## src/rtl/design_08_sequencer.sv

```systemverilog
// design_08_sequencer: shares one mkDesign_08 target between two requesters.
// Grants alternate round-robin on contention. Each transaction runs start(a,b),
// then a result read with c, then check(d). The captured values go back to the
// owning requester. Each method phase has a watchdog that turns a target stall
// into an error response instead of a hang.
module design_08_sequencer #(
    parameter int AW  = 5,
    parameter int RW  = 5,
    parameter int TMO = 255
) (
    input  logic          CLK,
    input  logic          RST,
    input  logic          req0_valid,
    input  logic [AW-1:0] req0_a,
    input  logic [AW-1:0] req0_b,
    input  logic [AW-1:0] req0_c,
    input  logic [AW-1:0] req0_d,
    output logic          req0_ready,
    input  logic          req1_valid,
    input  logic [AW-1:0] req1_a,
    input  logic [AW-1:0] req1_b,
    input  logic [AW-1:0] req1_c,
    input  logic [AW-1:0] req1_d,
    output logic          req1_ready,
    output logic          rsp_valid,
    output logic          rsp_id,
    output logic [RW-1:0] rsp_result,
    output logic [RW-1:0] rsp_check,
    output logic          rsp_err,
    input  logic          rsp_ready,
    output logic [AW-1:0] start_a,
    output logic [AW-1:0] start_b,
    output logic          EN_start,
    input  logic          RDY_start,
    output logic [AW-1:0] variable_1_result_c,
    input  logic [RW-1:0] variable_1_result,
    input  logic          RDY_variable_1_result,
    output logic [AW-1:0] variable_1_check_d,
    output logic          EN_variable_1_check,
    input  logic [RW-1:0] variable_1_check,
    input  logic          RDY_variable_1_check
);

    // Counter is wide enough to hold TMO-1; the FSM leaves the phase on that value.
    localparam int TW = $clog2(TMO + 1);
    localparam logic [TW-1:0] TMO_LAST = TW'(TMO - 1);

    typedef enum logic [2:0] {
        S_IDLE  = 3'd0,
        S_START = 3'd1,
        S_READ  = 3'd2,
        S_CHECK = 3'd3,
        S_RESP  = 3'd4
    } state_t;

    state_t        state_q, state_d;
    logic          rr_q, rr_d;
    logic [TW-1:0] tmo_q, tmo_d;
    logic [AW-1:0] arg_a_q, arg_a_d;
    logic [AW-1:0] arg_b_q, arg_b_d;
    logic [AW-1:0] arg_c_q, arg_c_d;
    logic [AW-1:0] arg_d_q, arg_d_d;
    logic          id_q, id_d;
    logic [RW-1:0] result_q, result_d;
    logic [RW-1:0] check_q, check_d;
    logic          err_q, err_d;
    logic          rsp_valid_q, rsp_valid_d;

    logic          any_valid_s;
    logic          grant_id_s;
    logic          idle_s;
    logic          tmo_hit_s;

    // Arbitration: a lone requester always wins, a tie goes to the round-robin pointer.
    always_comb begin
        any_valid_s = req0_valid | req1_valid;
        if (req0_valid && req1_valid) begin
            grant_id_s = rr_q;
        end else if (req1_valid) begin
            grant_id_s = 1'b1;
        end else begin
            grant_id_s = 1'b0;
        end
        idle_s    = (state_q == S_IDLE) & ~RST;
        tmo_hit_s = (tmo_q == TMO_LAST);
    end

    assign req0_ready          = idle_s & req0_valid & ~grant_id_s;
    assign req1_ready          = idle_s & req1_valid & grant_id_s;
    assign EN_start            = (state_q == S_START) & RDY_start;
    assign EN_variable_1_check = (state_q == S_CHECK) & RDY_variable_1_check;
    assign start_a             = arg_a_q;
    assign start_b             = arg_b_q;
    assign variable_1_result_c = arg_c_q;
    assign variable_1_check_d  = arg_d_q;
    assign rsp_valid           = rsp_valid_q;
    assign rsp_id              = id_q;
    assign rsp_result          = result_q;
    assign rsp_check           = check_q;
    assign rsp_err             = err_q;

    // Next-state logic: grant, three target phases with watchdog, then response hold.
    always_comb begin
        state_d  = state_q;
        rr_d     = rr_q;
        tmo_d    = tmo_q;
        arg_a_d  = arg_a_q;
        arg_b_d  = arg_b_q;
        arg_c_d  = arg_c_q;
        arg_d_d  = arg_d_q;
        id_d     = id_q;
        result_d = result_q;
        check_d  = check_q;
        err_d    = err_q;
        case (state_q)
            S_IDLE: begin
                if (any_valid_s) begin
                    arg_a_d = grant_id_s ? req1_a : req0_a;
                    arg_b_d = grant_id_s ? req1_b : req0_b;
                    arg_c_d = grant_id_s ? req1_c : req0_c;
                    arg_d_d = grant_id_s ? req1_d : req0_d;
                    id_d    = grant_id_s;
                    rr_d    = ~grant_id_s;
                    tmo_d   = {TW{1'b0}};
                    state_d = S_START;
                end else begin
                    state_d = S_IDLE;
                end
            end
            S_START: begin
                if (RDY_start) begin
                    tmo_d   = {TW{1'b0}};
                    state_d = S_READ;
                end else if (tmo_hit_s) begin
                    // Nothing captured yet: both return values read as zero.
                    result_d = {RW{1'b0}};
                    check_d  = {RW{1'b0}};
                    err_d    = 1'b1;
                    tmo_d    = {TW{1'b0}};
                    state_d  = S_RESP;
                end else begin
                    tmo_d = tmo_q + TW'(1);
                end
            end
            S_READ: begin
                if (RDY_variable_1_result) begin
                    result_d = variable_1_result;
                    tmo_d    = {TW{1'b0}};
                    state_d  = S_CHECK;
                end else if (tmo_hit_s) begin
                    result_d = {RW{1'b0}};
                    check_d  = {RW{1'b0}};
                    err_d    = 1'b1;
                    tmo_d    = {TW{1'b0}};
                    state_d  = S_RESP;
                end else begin
                    tmo_d = tmo_q + TW'(1);
                end
            end
            S_CHECK: begin
                if (RDY_variable_1_check) begin
                    check_d = variable_1_check;
                    err_d   = 1'b0;
                    tmo_d   = {TW{1'b0}};
                    state_d = S_RESP;
                end else if (tmo_hit_s) begin
                    // The result was already captured and is kept.
                    check_d = {RW{1'b0}};
                    err_d   = 1'b1;
                    tmo_d   = {TW{1'b0}};
                    state_d = S_RESP;
                end else begin
                    tmo_d = tmo_q + TW'(1);
                end
            end
            S_RESP: begin
                if (rsp_ready) begin
                    state_d = S_IDLE;
                end else begin
                    state_d = S_RESP;
                end
            end
            default: begin
                state_d = S_IDLE;
            end
        endcase
        rsp_valid_d = (state_d == S_RESP);
    end

    // State and registered outputs; synchronous reset abandons any transaction.
    always_ff @(posedge CLK) begin
        if (RST) begin
            state_q     <= S_IDLE;
            rr_q        <= 1'b0;
            tmo_q       <= {TW{1'b0}};
            arg_a_q     <= {AW{1'b0}};
            arg_b_q     <= {AW{1'b0}};
            arg_c_q     <= {AW{1'b0}};
            arg_d_q     <= {AW{1'b0}};
            id_q        <= 1'b0;
            result_q    <= {RW{1'b0}};
            check_q     <= {RW{1'b0}};
            err_q       <= 1'b0;
            rsp_valid_q <= 1'b0;
        end else begin
            state_q     <= state_d;
            rr_q        <= rr_d;
            tmo_q       <= tmo_d;
            arg_a_q     <= arg_a_d;
            arg_b_q     <= arg_b_d;
            arg_c_q     <= arg_c_d;
            arg_d_q     <= arg_d_d;
            id_q        <= id_d;
            result_q    <= result_d;
            check_q     <= check_d;
            err_q       <= err_d;
            rsp_valid_q <= rsp_valid_d;
        end
    end

endmodule

```

## config.mk

```make
export PLATFORM = sky130hd
export DESIGN_NAME = design_08_sequencer
export DESIGN_NICKNAME = d
export VERILOG_FILES = /design/src/rtl/design_08_sequencer.sv
export SDC_FILE = /design/constraint.sdc
export NUM_CORES = 1
export LEC_CHECK = 0
export ABC_AREA = 1
export BUFFER_PORTS_ARGS = -buffer_cell sky130_fd_sc_hd__clkbuf_2
export CAP_MARGIN = 20
export CORE_UTILIZATION = 29
export DETAILED_ROUTE_END_ITERATION = 7
export PLACE_DENSITY_LB_ADDON = 0.08
export SYNTH_ARGS = -nofsm -noshare
export SYNTH_HDL_FRONTEND = slang
export SYNTH_SLANG_ARGS = --single-unit
```

## constraint.sdc

```tcl
create_clock -name CLK -period 1.9 [get_ports CLK]
set_clock_uncertainty 0.15 [all_clocks]
set_input_delay 0.38 -clock CLK [delete_from_list [all_inputs] [get_ports CLK]]
set_output_delay 0.38 -clock CLK [all_outputs]
set_load 0.01 [all_outputs]
```

==> results.tsv, run 1 <==
stage	metric	value	unit
floorplanning	die_w	89.22	µm
power_and_ir_drop	vdd_ir_drop_max	0.3151	mV
logic_synthesis	synthDistinctLibCells	29	
clocking	cts_tree	yes	
logic_synthesis	syn_nets	364	
global_route	grtUsageMet1	0.2075	
routing	postRouteAntennaNets	0	
cells_and_area	nets	461	
global_route	grt_use_met3	0.04524	
floorplanning	io_pins	95	
global_route	grt_overflow_total	0	
sta	worst_slack	0.08167	ns
clocking	clock-root-buffer	clkbuf_8	
logic_synthesis	synth-edff-count	0	
sta	slew_headroom	0.7315	
global_route	grt_max_degree	43	
clocking	cts.sinks	45	
routing	vias_per_cell	4.627	
run	max_cap_viol_count	0	
routing	drt-initial-drc-count	112	
worst_hold_path	hold_class	in2reg	
clocking	htree_levels	2	
logic_synthesis	mappedNetlistArea	2206	µm²
logic_synthesis	syn_inst	304	
global_route	grtUsageTotal	0.1516	
cells_and_area	design_area	2908	µm²
power_and_ir_drop	power_density	760.1	nW/µm²
critical_path	start_kind	flop	
clocking	numCtsBuffers	5	
routing	routedWlPerCell	12.18	µm
logic_synthesis	avgSynthCellArea	7.256	µm²
critical_path	crit_fanout	5	
placed_design	place_congestion	0.7573	
outcome	status	completed	
cells_and_area	n_antenna_cell	0	
sta	finalSetupViolations	0	
critical_path	worstPathArrival	1.29	ns
floorplanning	die_area	7959	µm²
global_route	globalRouteMet2Util	0.2332	
worst_hold_path	hold_depth	3	
cells_and_area	fillers	809	
logic_synthesis	synth_top_area_cell	dfxtp_1	
critical_path	worstPathRequired	1.37	ns
logic_synthesis	synthTopCellsByArea	dfxtp_1 (41%), nand3_1 (12%), nand2_1 (12%)	
placed_design	place_area	2751	µm²
sta	drv_slew	0	
clocking	clk_pin_slew	0.08	ns
sta	worst_pin_slew	0.4021	ns
logic_synthesis	async_flop_share	0	
routing	finalWirelength	6103	µm
placed_design	pre_cts_slack	0.2082	ns
clocking	clockBufferDepth	2	
logic_synthesis	yosysWarnings	0	
routing	drc_errors	0	
critical_path	r2r_cells	8	
sta	timing.final.crit_share	0.9570	
placed_design	dp_hpwl	4448	µm
critical_path	worstSetupPathType	reg2out	
logic_synthesis	yosysTopAreaCellShare	0.4084	
global_route	grt_pass1_vias	1914	
floorplanning	start_util	0.3025	
routing	detail_route.first_pass.iterations	4	
global_route	antenna_found_initial	0	
floorplanning	core_area	7292	µm²
clocking	clk_latency	0.30	ns
cells_and_area	multi_input_area	1107	µm²
placed_design	place.port_buffers	94	
clocking	hold_buffers	0	
global_route	grt-busiest-layer	met2	
power_and_ir_drop	p_total	2.210	mW
cells_and_area	regArea	905.9	µm²
logic_synthesis	ys_seq_elements	45	
placed_design	dp.cells	491	
sta	fin_setup_tns	0	ns
cells_and_area	drive_gt1_frac	0.3234	
floorplanning	die_h	89.22	µm
sta	fmax	0.5500	GHz
logic_synthesis	yosysMostFrequentCell	nand2_1	
sta	rsz0062_at_grt	no	
power_and_ir_drop	leakagePower	1.349	nW
cells_and_area	areaGrowthSynthToFinish	31.82	%
logic_synthesis	synth-main-ff-cell	dfxtp_1	
sta	hold_viol	0	
cells_and_area	fin_cells	501	
routing	num_vias	2318	
logic_synthesis	synth_common_cells	nand2_1 (70), nand3_1 (55), dfxtp_1 (45), inv_1 (25), a21oi_1 (21)	
critical_path	cp-end-kind	output port	
logic_synthesis	ys_seq_area_frac	0.4084	
floorplanning	rows	31	
global_route	grt_pass1_wl	9280	µm
sta	min_period	1.818	ns
sequential cells by signal, summed over array words and instances (netlist names):
register and count:
rr_q 1, rsp_check 5, rsp_err 1, rsp_id 1
rsp_result 5, rsp_valid 1, start_a 5, start_b 5
state_q 3, tmo_q 8, variable_1_check_d 5, variable_1_result_c 5
report_power, final:
group / internal, mW / total [mW] / switching (mW)
Sequential: 1.00 / 1.04 / 0.0383
Combinational: 0.172 / 0.439 / 0.268
Clock: 0.395 / 0.729 / 0.334
critical path, cell delays in order, from the launching register on:
cell and delay, ns:
dfxtp_4 0.38, nor2_4 0.11, nand2_2 0.11, nor4_2 0.23, clkbuf_2 0.17
placed cells by master, fill, tap and decap left out, drive strengths merged, types with 2 or more instances in the layout:
cell    count
nand3      56
a21oi      21
ha          2
buf        11
dfxtp      45
clkbuf     99
xor2        2
nor2       23
a31oi      20
o21ai      11
nand3b      2
nor3        2
inv        28
nand2      75
metal layers:
| layer | up-vias | part of all wire |
|---|---|---|
| met5 | - | 0 |
| met4 | 0 | 0.0051 |
| met3 | 4 | 0.057 |
| met2 | 63 | 0.46 |
| met1 | 1042 | 0.48 |
| li1 | 1209 | - |
final cells by class:
class / instances / area share
Clock buffer: 6 / 0.02496
Clock inverter: 2 / 0.01334
Inverter: 28 / 0.03701
Multi-Input combinational cell: 217 / 0.3808
Sequential cell: 45 / 0.3115
Tap cell: 99 / 0.04260
Timing Repair Buffer: 104 / 0.1898
metrics by stage:
stage                     hold WS, ns    util
after floorplan                0.2891       -
after global placement         0.2906  0.3773
after detailed placement       0.2888  0.3773
after CTS                      0.1546  0.3936
after global routing           0.1567  0.3988
final                          0.1650  0.3988
path summary, 6_finish.rpt:
path / startpoint / to / slack [ns]
setup / recovery: state_q[0] / req0_ready / 0.08
hold / removal: variable_1_result[4] / rsp_result[4] / 0.16
setup reg to reg: tmo_q[0] / tmo_q[6] / 0.22
hold reg to reg: rsp_err / rsp_err / 0.30
what timing repair did:
action                                  in CTS  in global routing
resized for setup                            2                  7
pin swaps                                    0                  2
setup buffers                                0                  2
endpoints found under the setup margin       3                  3
endpoints found under the hold margin        0                  0
kinds of logic after synthesis:
kind of cell / Yosys count / synth area share
adder cells (fa/ha/maj): 2 / 0.01134
AO/OA/AOI/OAI: 52 / 0.1293
XOR/XNOR: 2 / 0.007942
AND/OR/NAND/NOR: 161 / 0.3460
buffers and inverters: 42 / 0.09699
flip-flops: 45 / 0.4084
Note: power is estimated with default switching activity, not from simulation.
==> run 2: changes to the inputs <==
Settings changed: RECOVER_POWER set to 25.
==> run 2 against run 1 <==
Compared with the run above: register-to-register slack is essentially flat; cell area shrank 0.86%; utilization shrank 0.34 points; clock-buffer cell count is the same; critical path depth is the same; global-route usage is the same; worst setup slack gained 0.0018 ns; sequential power is essentially flat; wire length is essentially flat; first-iteration DRC count grew 24%; maximum frequency grew 0.10%; sequential cell count is the same; critical endpoint unchanged; largest cell class unchanged.
==> results.tsv, run 2 (synthesis results as in run 1) <==
stage	metric	value	unit
outcome	status	completed	
sta	drv_slew	0	
worst_hold_path	hold_class	in2reg	
floorplanning	start_util	0.3025	
global_route	grt_pass1_vias	1914	
sta	worst_slack	0.08352	ns
cells_and_area	design_area	2883	µm²
routing	postRouteAntennaNets	0	
critical_path	critical-path-max-stage-delay	0.38	ns
critical_path	critPathBufInv	1	
routing	finalWirelength	6102	µm
global_route	grt_overflow_total	0	
sta	timing.final.crit_share	0.9560	
critical_path	crit_fanout	5	
critical_path	rrSetupSlack	0.22	ns
sta	finalSetupViolations	0	
clocking	clk_pin_slew	0.08	ns
worst_hold_path	min_from	variable_1_result[4]	
critical_path	path_cells	nor2_4 > nand2_2 > nor4_2 > clkbuf_2	
global_route	antenna_found_initial	0	
clocking	cts.sinks	45	
critical_path	r2r_cells	8	
critical_path	r2r_start	tmo_q[0]	
sta	rsz0062_at_grt	no	
critical_path	cpMaxStageDelayCell	dfxtp_4	
run	max_cap_viol_count	0	
routing	drt-initial-drc-count	139	
global_route	grt_max_degree	43	
critical_path	worstSetupPathType	reg2out	
placed_design	place.port_buffers	94	
cells_and_area	areaGrowthSynthToFinish	30.69	%
placed_design	place_congestion	0.7573	
global_route	grtUsageTotal	0.1516	
cells_and_area	utilization	0.3953	
global_route	grt_pass1_wl	9280	µm
clocking	cts_tree	yes	
placed_design	pre_cts_slack	0.2082	ns
worst_hold_path	hold_end	rsp_result[4]	
routing	num_vias	2316	
sta	hold_viol	0	
critical_path	start_kind	flop	
worst_hold_path	hold_depth	3	
floorplanning	core_area	7292	µm²
power_and_ir_drop	vdd_ir_drop_max	0.3145	mV
placed_design	place_area	2751	µm²
routing	drc_errors	0	
floorplanning	die_area	7959	µm²
cells_and_area	nets	461	
cells_and_area	drive_gt1_frac	0.2736	
power_and_ir_drop	power_density	764.0	nW/µm²
critical_path	cp-end-kind	output port	
floorplanning	rows	31	
cells_and_area	layout_commonest_cell	clkbuf_2	
critical_path	worstPathRequired	1.37	ns
critical_path	worstPathArrival	1.29	ns
critical_path	timing.rr.end	tmo_q[6]	
sta	fmax	0.5505	GHz
critical_path	critPathLaunch	state_q[0]	
floorplanning	die_h	89.22	µm
routing	vias_per_cell	4.623	
cells_and_area	final_cell_mix	clkbuf_2 (73), nand2_1 (70), nand3_1 (55)	
cells_and_area	n_antenna_cell	0	
sta	fin_setup_tns	0	ns
floorplanning	die_w	89.22	µm
sta	min_period	1.816	ns
cells_and_area	top_register	tmo_q	
critical_path	cpLargestDelayFamily	simple AND/OR/NAND/NOR gates	
cells_and_area	regArea	905.9	µm²
routing	detail_route.first_pass.iterations	4	
routing	routedWlPerCell	12.18	µm
floorplanning	io_pins	95	
cells_and_area	multi_input_area	1107	µm²
clocking	clock-root-buffer	clkbuf_8	
clocking	clk_latency	0.30	ns
placed_design	dp_hpwl	4448	µm
power_and_ir_drop	p_total	2.202	mW
sta	slew_headroom	0.7300	
cells_and_area	fillers	811	
power_and_ir_drop	leakagePower	1.281	nW
clocking	htree_levels	2	
clocking	clockBufferDepth	2	
clocking	numCtsBuffers	5	
cells_and_area	largest_reg_flops	8	
sta	worst_pin_slew	0.4045	ns
## run 2: cell counts in the layout (fill, tap and decap cells not counted)
No cell type changed its count.
## run 2: worst max path at each step
stage | end | slack [ns] | cells after the start
after global placement | start_a[2] | 0.15 | 6
after CTS | EN_variable_1_check | 0.006 | 5
after global routing | req1_ready | 0.005 | 6
after floorplan | req0_ready | 0.15 | 5
after detailed placement | variable_1_result_c[3] | 0.21 | 6
final | req0_ready | 0.08 | 4
## run 2: worst register-to-register path: stages (launching register included)
cell     delay (ns)
dfxtp_1        0.33
inv_1          0.11
ha_1           0.16
nand3_1        0.12
nor3_4         0.30
nor2_1         0.08
buf_4          0.18
nand3_1        0.08
a21oi_1        0.06
## run 2: area by class of cell
| type | instances | area share |
|---|---|---|
| clock buffer | 6 | 0.02517 |
| sequential | 45 | 0.3142 |
| inverter | 28 | 0.03733 |
| tap | 99 | 0.04297 |
| clock inverter | 2 | 0.01345 |
| timing repair buffer | 104 | 0.1827 |
| multi-input combinational | 217 | 0.3841 |
## run 2: through the flow
step                hold slack (ns)  std cells
CTS                          0.1546        499
finish                       0.1649        501
global placement             0.2906        491
global route                 0.1567        501
floorplan                    0.2891        304
detailed placement           0.2888        491
## run 2: per-layer routing
metal	vias to the layer above	GRT usage	routed length, µm
li1	1209	-	-
met1	1033	0.2075	2889
met2	70	0.2332	2807
met3	4	0.04524	372
met4	0	0.03896	32
met5	-	0	0
## run 2: power by group
part	internal [mW]	switching, mW
combinational	0.166	0.267
sequential	1.00	0.0381
clock	0.395	0.332
## run 2: timing repair
| action | 4_1_cts | 5_1_grt |
|---|---|---|
| resized for setup | 2 | 7 |
| setup endpoints to repair | 3 | 3 |
| hold buffers | 0 | 0 |
| pin swaps | 0 | 2 |
| setup buffers | 0 | 2 |
